### src/rtl/score_counter.sv
// score_counter: 4-digit BCD run score with milestone pulse and registered digit tap for the HUD.
// Define SCORE_HISCORE_EN to build the session high-score capture; otherwise o_hiscore is tied to zero.
module score_counter #(
    parameter int FRAMES_PER_POINT = 6
) (
    input  logic        clk,
    input  logic        rst_n,
    input  logic        i_frame_tick,
    input  logic        i_running,
    input  logic        i_game_over,
    input  logic        i_restart,
    input  logic [1:0]  i_digit_sel,
    output logic [15:0] o_score,
    output logic [15:0] o_hiscore,
    output logic [3:0]  o_num,
    output logic        o_milestone
);
    logic [5:0]  pre;
    logic [15:0] score, score_inc;
    logic        cnt, inc, sat, carry;
    assign cnt = i_frame_tick && i_running && !i_game_over;
    assign inc = cnt && pre == 6'(FRAMES_PER_POINT - 1);
    assign sat = score == 16'h9999;
    always_comb begin
        score_inc = score;
        carry = 1'b1;
        for (int i = 0; i < 4; i++) begin
            score_inc[4*i +: 4] = !carry ? score[4*i +: 4] :
                                  score[4*i +: 4] == 4'd9 ? 4'd0 : score[4*i +: 4] + 4'd1;
            carry = carry && score[4*i +: 4] == 4'd9;
        end
    end
    // ~i_digit_sel maps select 0 (thousands) onto the top nibble
    always_ff @(posedge clk or negedge rst_n) begin
        if (!rst_n) begin
            pre         <= '0;
            score       <= '0;
            o_num       <= '0;
            o_milestone <= 1'b0;
        end else begin
            o_milestone <= 1'b0;
            o_num       <= score[{~i_digit_sel, 2'b00} +: 4];
            if (i_restart) begin
                pre   <= '0;
                score <= '0;
            end else if (cnt) begin
                pre <= inc ? 6'd0 : pre + 6'd1;
                if (inc && !sat) begin
                    score       <= score_inc;
                    o_milestone <= score_inc[7:0] == 8'h00;
                end
            end
        end
    end
    assign o_score = score;
`ifdef SCORE_HISCORE_EN
    logic        go_q;
    logic [15:0] hiscore;
    // counting is blocked while game over is high, so the edge always sees a settled score
    always_ff @(posedge clk or negedge rst_n) begin
        if (!rst_n) begin
            go_q    <= 1'b0;
            hiscore <= '0;
        end else begin
            go_q <= i_game_over;
            if (i_game_over && !go_q && score > hiscore) hiscore <= score;
        end
    end
    assign o_hiscore = hiscore;
`else
    assign o_hiscore = 16'h0000;
`endif
endmodule
### config.mk
export PLATFORM = sky130hd
export DESIGN_NAME = score_counter
export DESIGN_NICKNAME = d
export VERILOG_FILES = /design/src/rtl/score_counter.sv
export SDC_FILE = /design/constraint.sdc
export NUM_CORES = 1
export LEC_CHECK = 0
export CORE_UTILIZATION = 33
export DETAILED_ROUTE_END_ITERATION = 12
export GPL_TIMING_DRIVEN = 0
export PLACE_DENSITY = 0.71
export SLEW_MARGIN = 30
export SYNTH_ARGS = -nofsm -noshare
export SYNTH_HDL_FRONTEND = slang
export SYNTH_SLANG_ARGS = --single-unit
### constraint.sdc
create_clock -name clk -period 2 [get_ports clk]
set_clock_uncertainty 0.2 [all_clocks]
set_input_delay 0.3 -clock clk [delete_from_list [all_inputs] [get_ports clk]]
set_output_delay 0.3 -clock clk [all_outputs]
set_load 0.01 [all_outputs]
==> flow_metrics.tcl, run 1 <==
set metrics [dict create \
    status "finished with violations" \
    failed_checks "setup timing" \
    grt_pass1_wl_um 6350 \
    final_hold_viol_count 0 \
    synth_cells 168 \
    crit_required_ps 1990 \
    slew_headroom_pct 59.9 \
    instances_no_fill 302 \
    yosysUniqueCellTypes 52 \
    core-area_um2 4880 \
    startpoint_type "register" \
    rsz0062_at_grt "true" \
    p_total_uw 966 \
    setup_tns_ps -509 \
    final_layout_size_suffix_gt1_share_pct 32.3 \
    n_antenna_cell 0 \
    finalWeightedCongestion 0.813 \
    die_w_um 74.4 \
    synth_seq_cells 27 \
    fin_nets 250 \
    cts.reportedPaths.clkPinSlew_ps 100 \
    end_kind "register" \
    power_frac_seq_pct 56.7 \
    ios 45 \
    cts_made_buffers 3 \
    p_switching_uw 235 \
    finalSetupViolations 10 \
    overflow 0 \
    powerDensity_nw_per_um2 399 \
    clock_latency_ps 280 \
    first_pass_iters 4 \
    tightest_slew_ps 602 \
    place_area_um2 2140 \
    clock-sinks 27 \
    ys.flop_type "dfrtp_1" \
    ir_worst_vdd_uv 238 \
    drt_iter0_markers 39 \
    total_leakage_power_nw 1.10 \
    vias_per_cell 4.80 \
    final_util_pct 49.6 \
    crit_type "register to register" \
    cts_buffer_depth 2 \
    antenna_found_initial 0 \
    maxSlewViolCount 0 \
    design_area_um2 2420 \
    worstPathArrival_ps 2090 \
    wl_um 4020 \
    drc 0 \
    initial_core_util_pct 35.4 \
    p_int_uw 731 \
    fin_crit_sh_pct 105 \
    fillers 453 \
    die_area_um2 5530 \
    rows 25 \
    detail-route-antenna-nets 0 \
    io_buffers 28 \
    max_cap_violations 0 \
    cts_tree "built" \
    grt_max_degree 28 \
    ys.warnings.count 0 \
    syn2layout_area_growth_pct 40.1 \
    worstPathMaxFanout 4 \
    max_freq_ghz 0.477 \
    grt_pass1_vias 1377 \
    hold_path.class "primary input to async pin" \
    seq_area_frac_synth_pct 39.1 \
    netlist_area_um2 1730 \
    h-tree-depth 1 \
    wl_per_cell_um 13.3 \
    placed_cells 278 \
    dp_hpwl_um 2710 \
    postSynthAreaPerCell_um2 10.3 \
    synth_edf_count 0 \
    p_sw_share_pct 24.3 \
    setup_slack_ps -97.6 \
    synth-async-reset-ratio_pct 100 \
    cts_root_buffer "clkbuf_8" \
    clkPwrFrac_pct 33.3 \
    p_comb_share_pct 10.1 \
    period_needed_ps 2100 \
    grt_usage_pct 15.3 \
    die_h_um 74.4 \
    via_count 1449 \
]
[Yosys cell counts, types with 2 or more instances]
cell	number	share of area [%]
dfrtp_1	27	39
nor2_1	19	4.1
buf_4	16	7.0
a21oi_1	8	2.3
nand2_1	8	1.7
inv_1	7	1.5
ha_1	6	4.3
nand3_1	6	1.7
xnor2_1	5	2.5
clkbuf_1	4	0.87
mux2i_1	4	2.3
mux4_2	4	5.2
nor3_1	4	1.2
a211oi_1	3	1.3
nand4_1	3	1.1
o21ai_0	3	0.87
a21o_1	2	0.87
and2_1	2	0.72
and3b_1	2	1.0
nor2b_1	2	0.72
xor2_1	2	1.0
[registers in the layout (all words and copies together), names as in the netlist]
signal       count
o_milestone      1
o_num            4
o_score         16
pre              6
[area by class of cell]
type	instances	area, um2	share of cell area [%]
clock buffers	3	41.3	1.71
inverters	7	26.3	1.09
multi-input cells	128	1000	41.3
well taps	67	83.8	3.46
clock inverters	1	5.00	0.207
flip-flops and latches	27	683	28.2
repair buffers	49	442	18.2
plain buffers	20	140	5.79
[final timing paths]
path / from / endpoint / slack, ps / cells after the start
worst min-delay path: rst_n / o_num[0] / 370 / 2
max in group asynchronous: rst_n / o_score[2] / 800 / 2
worst min register to register: pre[5] / pre[5] / 370 / 2
min in group clk: pre[5] / pre[5] / 370 / 2
worst max-delay path: pre[1] / o_score[11] / -100 / 6
worst max register to register: pre[1] / o_score[11] / -100 / 6
[metal layers]
| metal | vias to the layer above | global-route usage, % | share of wire, % |
|---|---|---|---|
| met4 | 0 | 7.97 | 1.7 |
| li1 | 713 | - | - |
| met2 | 44 | 26.3 | 50 |
| met3 | 6 | 2.85 | 4.2 |
| met5 | - | 0 | 0 |
| met1 | 686 | 18.2 | 44 |
[power groups by stage]
stage                     clock network [mW]  logic [mW]  registers, mW
after floorplan                            0      0.0540          0.559
after global placement                     0      0.0887          0.559
after detailed placement                   0      0.0882          0.559
after CTS                              0.322      0.0956          0.547
after global routing                   0.353       0.107          0.548
final                                  0.321      0.0971          0.548
[kinds of logic after synthesis]
kind of cell,count (synthesis),synth area share (%)
multiplexers,8,7.53
XOR/XNOR,7,3.55
flip-flops,27,39.1
AND/OR/NAND/NOR,64,24.3
AO/OA/AOI/OAI,27,11.3
other,1,0.217
buffers and inverters,28,9.63
adder cells (fa/ha/maj),6,4.34
[cell usage in the layout, fill, tap and decap left out, types with 4 or more instances in the layout]
cell,Yosys,layout
nand3_1,6,6
nor2_2,0,4
ha_1,6,5
dfrtp_2,0,6
a21oi_1,8,7
inv_1,7,7
buf_4,16,36
nor2_1,19,15
dfrtp_1,27,21
conb_1,1,16
nand2_1,8,7
mux2i_1,4,4
clkdlybuf4s50_1,0,26
xnor2_1,5,4
mux4_2,4,4
nor3_1,4,4
[through the flow]
stage | setup slack [ps] | hold WS [ps]
3_3_place_gp | -513 | 343
2_1_floorplan | -85.0 | -196
3_5_place_dp | -534 | 140
4_1_cts | -177 | 377
6_report | -97.6 | 367
5_1_grt | -189 | 395
[worst max-delay path: stages (launching register included)]
cell and delay (ps):
dfrtp_1 390, inv_1 60, ha_2 180, nand4bb_4 120, or3_4 390, or4_4 450
o311ai_2 220
[timing repair]
action,in CTS,in global routing
hold buffers,1,0
pin swaps,9,10
endpoints found under the setup margin,12,19
setup buffers,6,14
endpoints found under the hold margin,27,0
gates resized for setup,15,10
No activity file was read; power rests on OpenSTA's default activity.
==> inputs of run 2 (changes only) <==
Settings changed: CTS_BUF_LIST set to sky130_fd_sc_hd__clkbuf_4, PLACE_DENSITY 0.71 to 0.69, SKIP_LAST_GASP set to 1.
Clock period 2 ns to 2.71 ns, I/O delays scaled along.
==> run 2 against run 1 <==
Register-to-register slack improved by 560 ps. Total power down 33%. Via count is 9.7% lower. Non-clock buffer count decreased by 19. Wire length down 14%. Largest cell class unchanged. Critical path depth unchanged. Setup slack gained 560 ps. The flow now finishes without violations. Critical path type unchanged. Maximum frequency decreased by 6.8%. Final cell count down 6.3%. Sequential power fell by 26%. Clock-buffer cell count up 1.
==> flow_metrics.tcl, run 2 (synthesis results as in run 1) <==
set metrics [dict create \
    vias_per_cell 4.63 \
    p_int_uw 501 \
    total_leakage_power_nw 0.971 \
    tightest_slew_ps 587 \
    grt_max_degree 28 \
    max_cap_violations 0 \
    die_h_um 74.4 \
    p_sw_share_pct 23.0 \
    crit_start "pre[1]" \
    cts_made_buffers 3 \
    h-tree-depth 1 \
    p_total_uw 652 \
    detail-route-antenna-nets 0 \
    n_antenna_cell 0 \
    largest_register_ffs 16 \
    via_count 1309 \
    worstPathArrival_ps 2280 \
    cts_buffer_depth 2 \
    path_cells "inv_1 > ha_1 > nand4bb_4 > or3_4 > or4_4 > o311ai_2" \
    first_pass_iters 4 \
    clock-sinks 27 \
    dp_worst_setup_slack_ps 116 \
    drc 0 \
    reg2reg_from "pre[1]" \
    initial_core_util_pct 35.4 \
    powerDensity_nw_per_um2 298 \
    setup_slack_ps 460 \
    wl_um 3460 \
    final_hold_viol_count 0 \
    max_freq_ghz 0.444 \
    core-area_um2 4880 \
    period_needed_ps 2250 \
    final_layout_size_suffix_gt1_share_pct 18.5 \
    r2r_cells 6 \
    cts_tree "built" \
    worstPathMaxFanout 4 \
    antenna_found_initial 0 \
    place_area_um2 2140 \
    end_kind "register" \
    postCtsSetupBuffers 0 \
    p_comb_share_pct 10.1 \
    wl_per_cell_um 12.2 \
    timing.hold.ws_ps 368 \
    die_area_um2 5530 \
    hold_path.class "register to register" \
    clock_latency_ps 320 \
    ir_worst_vdd_uv 140 \
    maxSlewViolCount 0 \
    drt_iter0_markers 79 \
    layout_common_cells "clkdlybuf4s50_1, dfrtp_1, nor2_1" \
    r2r_end "o_score[11]" \
    finalSetupViolations 0 \
    setup_tns_ps 0 \
    overflow 0 \
    fin_nets 231 \
    rsz0062_at_grt "false" \
    grt_pass1_vias 1211 \
    crit_type "register to register" \
    cp_slowest_cell "or4_4" \
    startpoint_type "register" \
    grt_usage_pct 13.6 \
    ctsHoldBuffers 1 \
    power_frac_seq_pct 62.1 \
    dp_hpwl_um 2660 \
    crit_buf_inv 1 \
    rows 25 \
    grt_pass1_wl_um 5730 \
    crit_end "o_score[11]" \
    ios 45 \
    path_delay_family "simple AND/OR/NAND/NOR gates" \
    cts_root_buffer "clkbuf_4" \
    p_switching_uw 150 \
    io_buffers 28 \
    crit_required_ps 2740 \
    clkPwrFrac_pct 27.8 \
    die_w_um 74.4 \
    cts.reportedPaths.clkPinSlew_ps 140 \
    design_area_um2 2180 \
    post_cts_resized 0 \
    syn2layout_area_growth_pct 26.4 \
    cpPeakStageDelay_ps 460 \
    cp_num_cells 6 \
    fin_crit_sh_pct 83.0 \
    status "finished clean" \
    finalWeightedCongestion 0.824 \
    slew_headroom_pct 60.8 \
    r2r_slack_ps 460 \
]
## run 2: cell types whose count changed in the layout (fill, tap and decap cells not counted), sizes merged
| cell | change |
|---|---|
| buf | -21 |
| clkbuf | +3 |
| clkdlybuf4s50 | +1 |
| clkinv | -1 |
| dlymetal6s2s | -1 |
## run 2: layout make-up
class                   count  area (um2)
plain buffers              21         140
clock buffers               4        30.0
flip-flops and latches     27         676
inverters                   7        26.3
repair buffers             29         285
fillers                   494        2700
well taps                  67        83.8
multi-input cells         128         942
## run 2: worst min path at each step
stage,startpoint,cells after the start,end
2_1_floorplan,rst_n,0,o_milestone
3_3_place_gp,pre[5],2,pre[5]
6_report,pre[5],2,pre[5]
4_1_cts,pre[5],2,pre[5]
5_1_grt,pre[5],2,pre[5]
3_5_place_dp,rst_n,1,pre[1]
## run 2: worst register-to-register path: stages, from the launching register on
cell	delay, ps
dfrtp_1	430
inv_1	60
ha_1	180
nand4bb_4	140
or3_4	430
or4_4	460
o311ai_2	260
## run 2: routing by layer
layer | up-vias | wire [um] | GRT usage, %
li1 | 676 | - | -
met1 | 596 | 1660 | 18.9
met2 | 35 | 1640 | 22.3
met3 | 2 | 130 | 1.49
met4 | 0 | 27 | 4.40
met5 | - | 0 | 0
## run 2: power by group through the flow
stage | registers (mW) | logic [mW] | clock network, mW
floorplan | 0.412 | 0.0398 | 0
global placement | 0.412 | 0.0655 | 0
detailed placement | 0.413 | 0.0647 | 0
CTS | 0.405 | 0.0659 | 0.192
global route | 0.405 | 0.0736 | 0.204
finish | 0.405 | 0.0655 | 0.181
## run 2: metrics by stage
| stage | util (%) | instances |
|---|---|---|
| 6_report | 44.7 | 283 |
| 5_1_grt | 44.7 | 283 |
| 4_1_cts | 44.7 | 283 |
| 3_5_place_dp | 43.9 | 278 |
| 3_3_place_gp | 44.0 | 278 |
| 2_1_floorplan | - | 183 |
